## src/rtl/alu_mult_sequencer_if.sv

```systemverilog
// Handshake and operand bundle between the calculator control FSM
// and the sequential 8x8 sign-magnitude multiplier.
interface alu_mult_sequencer_if;
    logic        start;
    logic [7:0]  A;
    logic [7:0]  B;
    logic        sign_A;
    logic        sign_B;
    logic        busy;
    logic        done;
    logic [15:0] P;
    logic        Final_sign;

    modport master (
        output start, A, B, sign_A, sign_B,
        input  busy, done, P, Final_sign
    );

    modport slave (
        input  start, A, B, sign_A, sign_B,
        output busy, done, P, Final_sign
    );
endinterface

```

## src/rtl/alu_mult_sequencer.sv

```systemverilog
// Sequential 8x8 sign-magnitude multiplier: one shared 4x4 multiplier, four nibble steps.
// Optional macro ALU_MULT_ZERO_SKIP_EN: zero operands go straight to DONE with P=0.
module alu_mult_sequencer #(
    parameter int unsigned CLR_ON_START = 1
) (
    input  logic                  clk,
    input  logic                  rst_n,
    alu_mult_sequencer_if.slave   bus
);

    typedef enum logic [2:0] {
        IDLE = 3'd0,
        MUL0 = 3'd1,
        MUL1 = 3'd2,
        MUL2 = 3'd3,
        MUL3 = 3'd4,
        DONE = 3'd5
    } state_t;

    state_t      state_q, state_d;
    logic [7:0]  a_q, a_d;
    logic [7:0]  b_q, b_d;
    logic        sa_q, sa_d;
    logic        sb_q, sb_d;
    logic [15:0] acc_q, acc_d;
    logic [15:0] p_q, p_d;
    logic        sign_q, sign_d;

    logic [3:0]  nib_a;
    logic [3:0]  nib_b;
    logic [7:0]  prod;
    logic [15:0] shifted;
    logic [15:0] acc_sum;
    logic        accept;
    logic        busy_o;
    logic        done_o;

`ifdef ALU_MULT_ZERO_SKIP_EN
    logic        zero_op;
    assign zero_op = (bus.A == 8'd0) || (bus.B == 8'd0);
`endif

    assign accept = bus.start && ((state_q == IDLE) || (state_q == DONE));

    // Pick the nibble pair for the current step from the captured operands.
    always_comb begin
        nib_a = 4'd0;
        nib_b = 4'd0;
        unique case (state_q)
            MUL0: begin
                nib_a = a_q[3:0];
                nib_b = b_q[3:0];
            end
            MUL1: begin
                nib_a = a_q[7:4];
                nib_b = b_q[3:0];
            end
            MUL2: begin
                nib_a = a_q[3:0];
                nib_b = b_q[7:4];
            end
            MUL3: begin
                nib_a = a_q[7:4];
                nib_b = b_q[7:4];
            end
            default: ;
        endcase
    end

    _4x4_mult u_mult (
        .a (nib_a),
        .b (nib_b),
        .p (prod)
    );

    // Align the partial product to its nibble weight.
    always_comb begin
        shifted = 16'd0;
        unique case (state_q)
            MUL0:       shifted = {8'd0, prod};
            MUL1, MUL2: shifted = {4'd0, prod, 4'd0};
            MUL3:       shifted = {prod, 8'd0};
            default:    ;
        endcase
    end

    // Max total is 0xFE01, so a 16-bit sum never carries out.
    assign acc_sum = acc_q + shifted;

    // State register.
    always_ff @(posedge clk or negedge rst_n) begin
        if (!rst_n) begin
            state_q <= IDLE;
        end else begin
            state_q <= state_d;
        end
    end

    // Next-state logic: walk the four steps, accept start only when idle or done.
    always_comb begin
        state_d = state_q;
        unique case (state_q)
            IDLE, DONE: begin
                if (accept) begin
                    state_d = MUL0;
`ifdef ALU_MULT_ZERO_SKIP_EN
                    if (zero_op) begin
                        state_d = DONE;
                    end
`endif
                end else begin
                    state_d = IDLE;
                end
            end
            MUL0:    state_d = MUL1;
            MUL1:    state_d = MUL2;
            MUL2:    state_d = MUL3;
            MUL3:    state_d = DONE;
            default: state_d = IDLE;
        endcase
    end

    // Status outputs decoded from state.
    always_comb begin
        busy_o = 1'b0;
        done_o = 1'b0;
        unique case (state_q)
            MUL0, MUL1, MUL2, MUL3: busy_o = 1'b1;
            DONE:                   done_o = 1'b1;
            default:                ;
        endcase
    end

    // Capture operands on accept, accumulate per step, publish on leaving MUL3.
    always_comb begin
        a_d    = a_q;
        b_d    = b_q;
        sa_d   = sa_q;
        sb_d   = sb_q;
        acc_d  = acc_q;
        p_d    = p_q;
        sign_d = sign_q;
        unique case (state_q)
            IDLE, DONE: begin
                if (accept) begin
                    a_d   = bus.A;
                    b_d   = bus.B;
                    sa_d  = bus.sign_A;
                    sb_d  = bus.sign_B;
                    acc_d = 16'd0;
                    if (CLR_ON_START != 0) begin
                        p_d    = 16'd0;
                        sign_d = 1'b0;
                    end
`ifdef ALU_MULT_ZERO_SKIP_EN
                    if (zero_op) begin
                        p_d    = 16'd0;
                        sign_d = 1'b0;
                    end
`endif
                end
            end
            MUL0, MUL1, MUL2: begin
                acc_d = acc_sum;
            end
            MUL3: begin
                acc_d  = acc_sum;
                p_d    = acc_sum;
                sign_d = (sa_q ^ sb_q) & (acc_sum != 16'd0);
            end
            default: ;
        endcase
    end

    // Datapath registers.
    always_ff @(posedge clk or negedge rst_n) begin
        if (!rst_n) begin
            a_q    <= 8'd0;
            b_q    <= 8'd0;
            sa_q   <= 1'b0;
            sb_q   <= 1'b0;
            acc_q  <= 16'd0;
            p_q    <= 16'd0;
            sign_q <= 1'b0;
        end else begin
            a_q    <= a_d;
            b_q    <= b_d;
            sa_q   <= sa_d;
            sb_q   <= sb_d;
            acc_q  <= acc_d;
            p_q    <= p_d;
            sign_q <= sign_d;
        end
    end

    assign bus.busy       = busy_o;
    assign bus.done       = done_o;
    assign bus.P          = p_q;
    assign bus.Final_sign = sign_q;

endmodule

// Shared 4x4 unsigned multiplier used once per step.
module _4x4_mult (
    input  logic [3:0] a,
    input  logic [3:0] b,
    output logic [7:0] p
);
    assign p = {4'd0, a} * {4'd0, b};
endmodule
```

## src/flat_wrapper.sv

```systemverilog
// flat-port wrapper written by rule: the top's interface ports become plain ports
module alu_mult_sequencer_flat 
#(
    parameter int unsigned CLR_ON_START = 1
)
  (clk, rst_n, bus_start, bus_A, bus_B, bus_sign_A, bus_sign_B, bus_busy, bus_done, bus_P, bus_Final_sign);
  alu_mult_sequencer_if bus_i ();
  input  logic clk;
  input  logic rst_n;
  input wire logic [$bits(bus_i.start)-1:0] bus_start;
  input wire logic [$bits(bus_i.A)-1:0] bus_A;
  input wire logic [$bits(bus_i.B)-1:0] bus_B;
  input wire logic [$bits(bus_i.sign_A)-1:0] bus_sign_A;
  input wire logic [$bits(bus_i.sign_B)-1:0] bus_sign_B;
  output wire logic [$bits(bus_i.busy)-1:0] bus_busy;
  output wire logic [$bits(bus_i.done)-1:0] bus_done;
  output wire logic [$bits(bus_i.P)-1:0] bus_P;
  output wire logic [$bits(bus_i.Final_sign)-1:0] bus_Final_sign;
  assign bus_i.start = bus_start;
  assign bus_i.A = bus_A;
  assign bus_i.B = bus_B;
  assign bus_i.sign_A = bus_sign_A;
  assign bus_i.sign_B = bus_sign_B;
  assign bus_busy = bus_i.busy;
  assign bus_done = bus_i.done;
  assign bus_P = bus_i.P;
  assign bus_Final_sign = bus_i.Final_sign;
  alu_mult_sequencer #(.CLR_ON_START(CLR_ON_START)) u_core (.clk(clk), .rst_n(rst_n), .bus(bus_i));
endmodule
```

## config.mk

```make
export PLATFORM = sky130hd
export DESIGN_NAME = alu_mult_sequencer_flat
export DESIGN_NICKNAME = d
export VERILOG_FILES = /design/src/rtl/alu_mult_sequencer_if.sv /design/src/rtl/alu_mult_sequencer.sv /design/src/flat_wrapper.sv
export SDC_FILE = /design/constraint.sdc
export NUM_CORES = 1
export LEC_CHECK = 0
export ABC_AREA = 0
export BUFFER_PORTS_ARGS = -buffer_cell sky130_fd_sc_hd__buf_2
export CAP_MARGIN = 20
export CORE_ASPECT_RATIO = 0.5
export CORE_UTILIZATION = 50
export CTS_CLUSTER_DIAMETER = 200
export CTS_CLUSTER_SIZE = 10
export DETAILED_ROUTE_END_ITERATION = 16
export PLACE_DENSITY = 0.7
export RECOVER_POWER = 25
export SYNTH_ARGS = -nofsm -noshare
export SYNTH_HDL_FRONTEND = slang
export SYNTH_HIERARCHICAL = 1
export SYNTH_SLANG_ARGS = --single-unit
export TNS_END_PERCENT = 100
```

## constraint.sdc

```tcl
create_clock -name clk -period 7.33 [get_ports clk]
set_input_delay 1.466 -clock clk [delete_from_list [all_inputs] [get_ports clk]]
set_output_delay 1.466 -clock clk [all_outputs]
set_load 0.05 [all_outputs]
```

# Word-level counts from Yosys, hierarchy flattened
# Index checks and enable logic that the tools add are counted.
[classes]
addsub = 1
mul = 1
n_eq_ne = 6
muxes = 12
bitwise_logic = 2
reduce_logical = 16
[ops]
columns = ["cell", "count"]
rows = [
  ["$pmux 16 s2", 2],
  ["$pmux 16 s3", 1],
  ["$add 16x16->16", 1],
  ["$mux 16", 1],
  ["$pmux 4 s2", 2],
  ["$reduce_bool 16->1", 1],
  ["$pmux 3 s5", 1],
  ["$reduce_or 2->1", 6],
  ["$mul 4x4->8", 1],
  ["$eq 3x2->1 const B", 2],
  ["$eq 3x3->1 const B", 2],
  ["$reduce_and 2->1", 3],
  ["$mux 1", 4],
  ["$reduce_bool 2->1", 2],
  ["$reduce_or 4->1", 1],
  ["$eq 3x1->1 const B", 1],
  ["$logic_not 3->1", 1],
  ["$ne 2x1->1 const B", 1],
  ["$pmux 1 s2", 1],
  ["$and 1x1->1", 1],
  ["$logic_and 1x1->1", 1],
  ["$logic_or 1x1->1", 1],
  ["$xor 1x1->1", 1],
]
[totals]
ff_bits = 54
input_bits = 21
output_inout_bits = 19
word_cells = 46

# Logic depth before layout (Yosys ltp)
[logic_depth]
word_depth = 9
mapped_depth = 23
depth_no_buf = 22

# Cells and area by module
# The synthesis kept the hierarchy.
[modules_own_cells]
columns = ["module", "n_inst", "cells_each", "area_each_um2", "seq_area_each_um2"]
rows = [
  ["alu_mult_sequencer", 1, 345, 3274.4, 1351.3],
  ["_4x4_mult", 1, 51, 449.2, 0.0],
]

# Worst setup path after synthesis
# No wires, ideal clock.
[synth_timing]
path_kind = "register to register"
startpoint = "register u_core.state_q[0]"
endpoint = "register u_core.sign_q (netlist: u_core/bus.Final_sign)"
setup_ns = 0.144
arrival_ns = 5.581
t_required_ns = 7.186
path_slack_ns = 1.604
path_stages_with_launch = 24
n_path_buf = 1
period_less_slack_ns = 5.726
cell_sequence = "dfrtp_1 clkbuf_1 nor2b_1 nand2_1 nand2_1 a22o_1 nand2_1 fa_1 inv_1 fa_1 fa_1 a21o_1 a21oi_1 xnor2_1 a22oi_1 nor2_1 ha_1 and2_4 a221o_1 a21oi_4 a31oi_1 or3b_4 a2111oi_2 a41oi_1"
[synth_via]
elab_chain_cells = 9
elab_cells_between_ends = 25
cone_classes = "add/sub (1); mul (1); eq/ne (6); mux (4); bitwise (1); reduce/logical (12)"
[synth_lines]
columns = ["item", "line_no", "text"]
rows = [
  ["start, declared", "alu_mult_sequencer.sv:20", "state_t state_q, state_d;"],
  ["start signal, assigned", "alu_mult_sequencer.sv:95", "state_q <= state_d;"],
  ["$eq 3x2->1, or another cell as far along", "alu_mult_sequencer.sv:49", "unique case (state_q)"],
  ["$reduce_or 2->1 (no line)", "n/a", ""],
  ["$pmux 4 s2 *", "alu_mult_sequencer.sv:49", ""],
  ["via u_core.nib_b[3]", "alu_mult_sequencer.sv:30", "logic [3:0] nib_b;"],
  ["$mul 4x4->8 *", "alu_mult_sequencer.sv:209", "assign p = {4'd0, a} * {4'd0, b};"],
  ["via u_core.prod[6]", "alu_mult_sequencer.sv:31", "logic [7:0] prod;"],
  ["$pmux 16 s3 *", "alu_mult_sequencer.sv:79", "unique case (state_q)"],
  ["$add 16x16->16 *", "alu_mult_sequencer.sv:88", "assign acc_sum = acc_q + shifted;"],
  ["$reduce_bool 16->1 *", "alu_mult_sequencer.sv:169", "sign_d = (sa_q ^ sb_q) & (acc_sum != 16'd0);"],
  ["$and 1x1->1 *", "alu_mult_sequencer.sv:169", ""],
  ["$pmux 1 s2 *", "alu_mult_sequencer.sv:143", "unique case (state_q)"],
  ["end signal, assigned", "alu_mult_sequencer.sv:192", "sign_q <= sign_d;"],
  ["end, declared", "alu_mult_sequencer.sv:27", "logic sign_q, sign_d;"],
]
# The timed path passes the listed nets; every way through them passes the cells marked *.
# A chain may end at the register's enable or synchronous reset.

# Worst setup path in the final report
[layout_timing]
startpoint = "register u_core.state_q[2]"
endpoint = "register u_core.sign_q (netlist: u_core/bus.Final_sign)"
# The elaborated chain is that of the path after synthesis.

==> results.py <==
metrics = {
    "status": {
        "violations": "max-capacitance violations, max-slew violations",
        "status": "finished with violations",
    },
    "sta": {
        "rsz0062_at_grt": "no",
        "skew_ns": 0.006192,
        "holdWs_ns": 0.5085,
        "min_period_ns": 6.549,
        "finalCritPeriodShare_pct": 89.35,
        "fmax_ghz": 0.1527,
        "tns_ns": 0,
        "drv_slew": 55,
        "worst_pin_slew_ns": 2.785,
        "finalHoldViolations": 0,
        "relSlewSlack_pct": -85.65,
        "setup_viol": 0,
    },
    "synthesis": {
        "synth_edf_count": 0,
        "syn_area_um2": 3724,
        "synth_seq_cells": 54,
        "seq_area_frac_synth_pct": 36.29,
        "async_flop_share_pct": 100.0,
        "synth_fp_nets": 449,
        "ys_types": 61,
        "synth.avg_cell_area_um2": 9.403,
        "syn-instance-count": 396,
        "yosys_warnings": 6,
        "ys.flop_type": "dfrtp_1",
    },
    "clock_tree": {
        "postCtsHoldBufs": 0,
        "cts-root-buf": "clkbuf_16",
        "path_clk_slew_ns": 0.07,
        "numCtsBuffers": 5,
        "clock_path_buffers": 2,
        "post_cts_buffers": 0,
        "clkSinkCount": 54,
        "cts-resized-gates": 0,
        "htreeDepth": 2,
        "cts_tree": "done",
        "clk_latency_ns": 0.29,
    },
    "global_routing": {
        "grt_pass1_wl_um": 14410,
        "grt_pass1_vias": 3026,
        "overflow": 0,
        "antenna_found_initial": 0,
        "grt_use_total_pct": 23.71,
        "grt_max_degree": 55,
    },
    "place": {
        "port_buffers": 39,
        "post-dp-hpwl_um": 6755,
        "gp_congestion": 0.9388,
        "dp_cells": 516,
        "dpl_cell_area_um2": 3993,
    },
    "finish": {
        "finalInstanceArea_um2": 4154,
        "layout-drive-gt1-share_pct": 18.06,
        "areaGrowthSynthToFinish_pct": 11.56,
        "multi_input_area_um2": 2286,
        "stdcell_count": 524,
        "regArea_um2": 1351,
        "final_core_util_pct": 59.88,
        "fillers": 624,
        "final_nets": 484,
        "diodes": 0,
    },
    "floorplan": {
        "num_rows": 21,
        "fp.dieArea_um2": 7817,
        "initial_core_util_pct": 53.68,
        "core_region_area_um2": 6937,
        "ioPinCount": 40,
        "die_h_um": 63.02,
        "die_x_um": 124.0,
    },
    "detailed_routing": {
        "drt_iter0_markers": 284,
        "wl_per_cell_um": 16.60,
        "remaining_drc_errors": 0,
        "drt-pass1-iter-count": 5,
        "drt-total-wl_um": 8698,
        "postRouteAntennaNets": 0,
        "route.vias.total": 3165,
        "routed_via_density": 6.040,
    },
    "worst_setup_path": {
        "crit_fanout": 26,
        "worst_setup_path_start_kind": "flip-flop",
        "required_ns": 7.48,
        "crit_path_end_kind": "flip-flop",
        "cp.arrival_ns": 6.70,
        "path_class": "reg -> reg",
    },
    "job": {
        "maxCapViolCount": 1,
    },
    "power_and_ir_drop": {
        "vdd_ir_drop_max_mv": 0.1931,
        "p_leak_nw": 2.004,
        "p_per_area_nw_per_um2": 468.0,
    },
    "worst_hold_path": {
        "hold_class": "reg -> reg",
    },
}
==> layout by cell type, fill, tap and decap left out, types with 7 or more instances in the layout <==
cell type	n
mux2_2	18
nor2_1	25
xor2_1	7
nand2_1	65
a21oi_1	13
a22o_1	13
dfrtp_1	54
ha_1	27
and2_1	21
nor2b_1	11
buf_2	38
o21ai_0	32
==> synth_stat cells, drive strengths merged, types with 4 or more instances <==
cell,count,area [um2]
a21o,6,45.04
and4,4,41.29
xor2,7,61.31
mux2,18,202.7
nor2,25,93.84
dfrtp,54,1351
ha,27,337.8
fa,5,100.1
a22oi,4,30.03
o21ai,32,160.2
nor2b,11,68.82
a21oi,14,81.33
nand3,5,25.02
clkbuf,11,51.30
a31oi,5,31.28
nand2,65,244.0
a22o,13,113.9
nand4,5,31.28
o22ai,6,37.54
inv,5,18.77
and2,22,140.1
xnor2,6,52.55
==> final cells by class <==
class / count / share of cell area, %
multi-input cells: 322 / 55.03
flip-flops and latches: 54 / 32.53
repair buffers: 42 / 5.120
clock buffers: 6 / 3.102
well taps: 92 / 2.771
clock inverters: 2 / 0.9036
inverters: 6 / 0.5422
==> critical path, stage by stage (launching register included) <==
cell and delay [ns]:
dfrtp_1 0.71, or3b_1 0.41, buf_4 0.22, nand2_1 0.19, a22o_1 0.22, nand2_1 0.10
fa_1 0.54, inv_1 0.05, fa_1 0.52, fa_1 0.47, a21o_1 0.18, a21oi_1 0.18
xnor2_1 0.18, a22oi_1 0.10, nor2_1 0.16, ha_1 0.33, and2_4 0.21, a221o_1 0.36
a21oi_4 0.18, a31oi_1 0.12, or3b_4 0.42, a2111oi_2 0.38, a41oi_1 0.16
==> flip-flops by register name (all words and copies together) (netlist names) <==
name and count:
u_core/bus.Final_sign 1, u_core/acc_q 16, u_core/sb_q 1, u_core/sa_q 1
u_core/state_q 3, u_core/b_q 8, u_core/a_q 8, u_core/bus.P 16
==> path summary, 6_finish.rpt <==
kind                            cells past startpoint               from  slack [ns]                    end
worst max-delay path                               22  u_core/state_q[2]        0.78  u_core/bus.Final_sign
worst min-delay path                                2   u_core/acc_q[13]        0.51       u_core/acc_q[13]
worst max register to register                     22  u_core/state_q[2]        0.78  u_core/bus.Final_sign
worst min register to register                      2   u_core/acc_q[13]        0.51       u_core/acc_q[13]
max in group asynchronous                           2              rst_n        3.59        u_core/bus.P[9]
min in group asynchronous                           2              rst_n        2.16          u_core/a_q[6]
==> logic make-up (layout without fill, tap and decap cells) <==
logic type / Yosys count / after routing / synth area share [%]
compound gates: 107 / 107 / 20.33
xor+xnor: 13 / 13 / 3.058
fa+ha+maj: 32 / 32 / 11.76
buf+inv: 20 / 56 / 2.554
flops: 54 / 54 / 36.29
mux: 18 / 18 / 5.443
simple gates: 152 / 152 / 20.56
==> where the power goes <==
part | switching (W) | internal [W] | total, W
Combinational | 0.000750 | 0.000424 | 0.00117
Sequential | 0.0000952 | 0.000413 | 0.000508
Clock | 0.000101 | 0.000161 | 0.000262
Total | 0.000946 | 0.000998 | 0.00194
==> routing by layer <==
metal	track usage (%)	part of all wire, %
met1	31.50	46
met2	39.64	48
met3	5.931	6.1
met4	3.423	0.39
met5	0	0
==> through the flow <==
stage	total power (W)	setup slack, ns
floorplan	0.001388	1.604
global placement	0.001609	1.096
detailed placement	0.001664	0.8440
CTS	0.001937	0.8342
global route	0.002086	0.3951
finish	0.001944	0.7810
(Power assumes the default switching activity.)
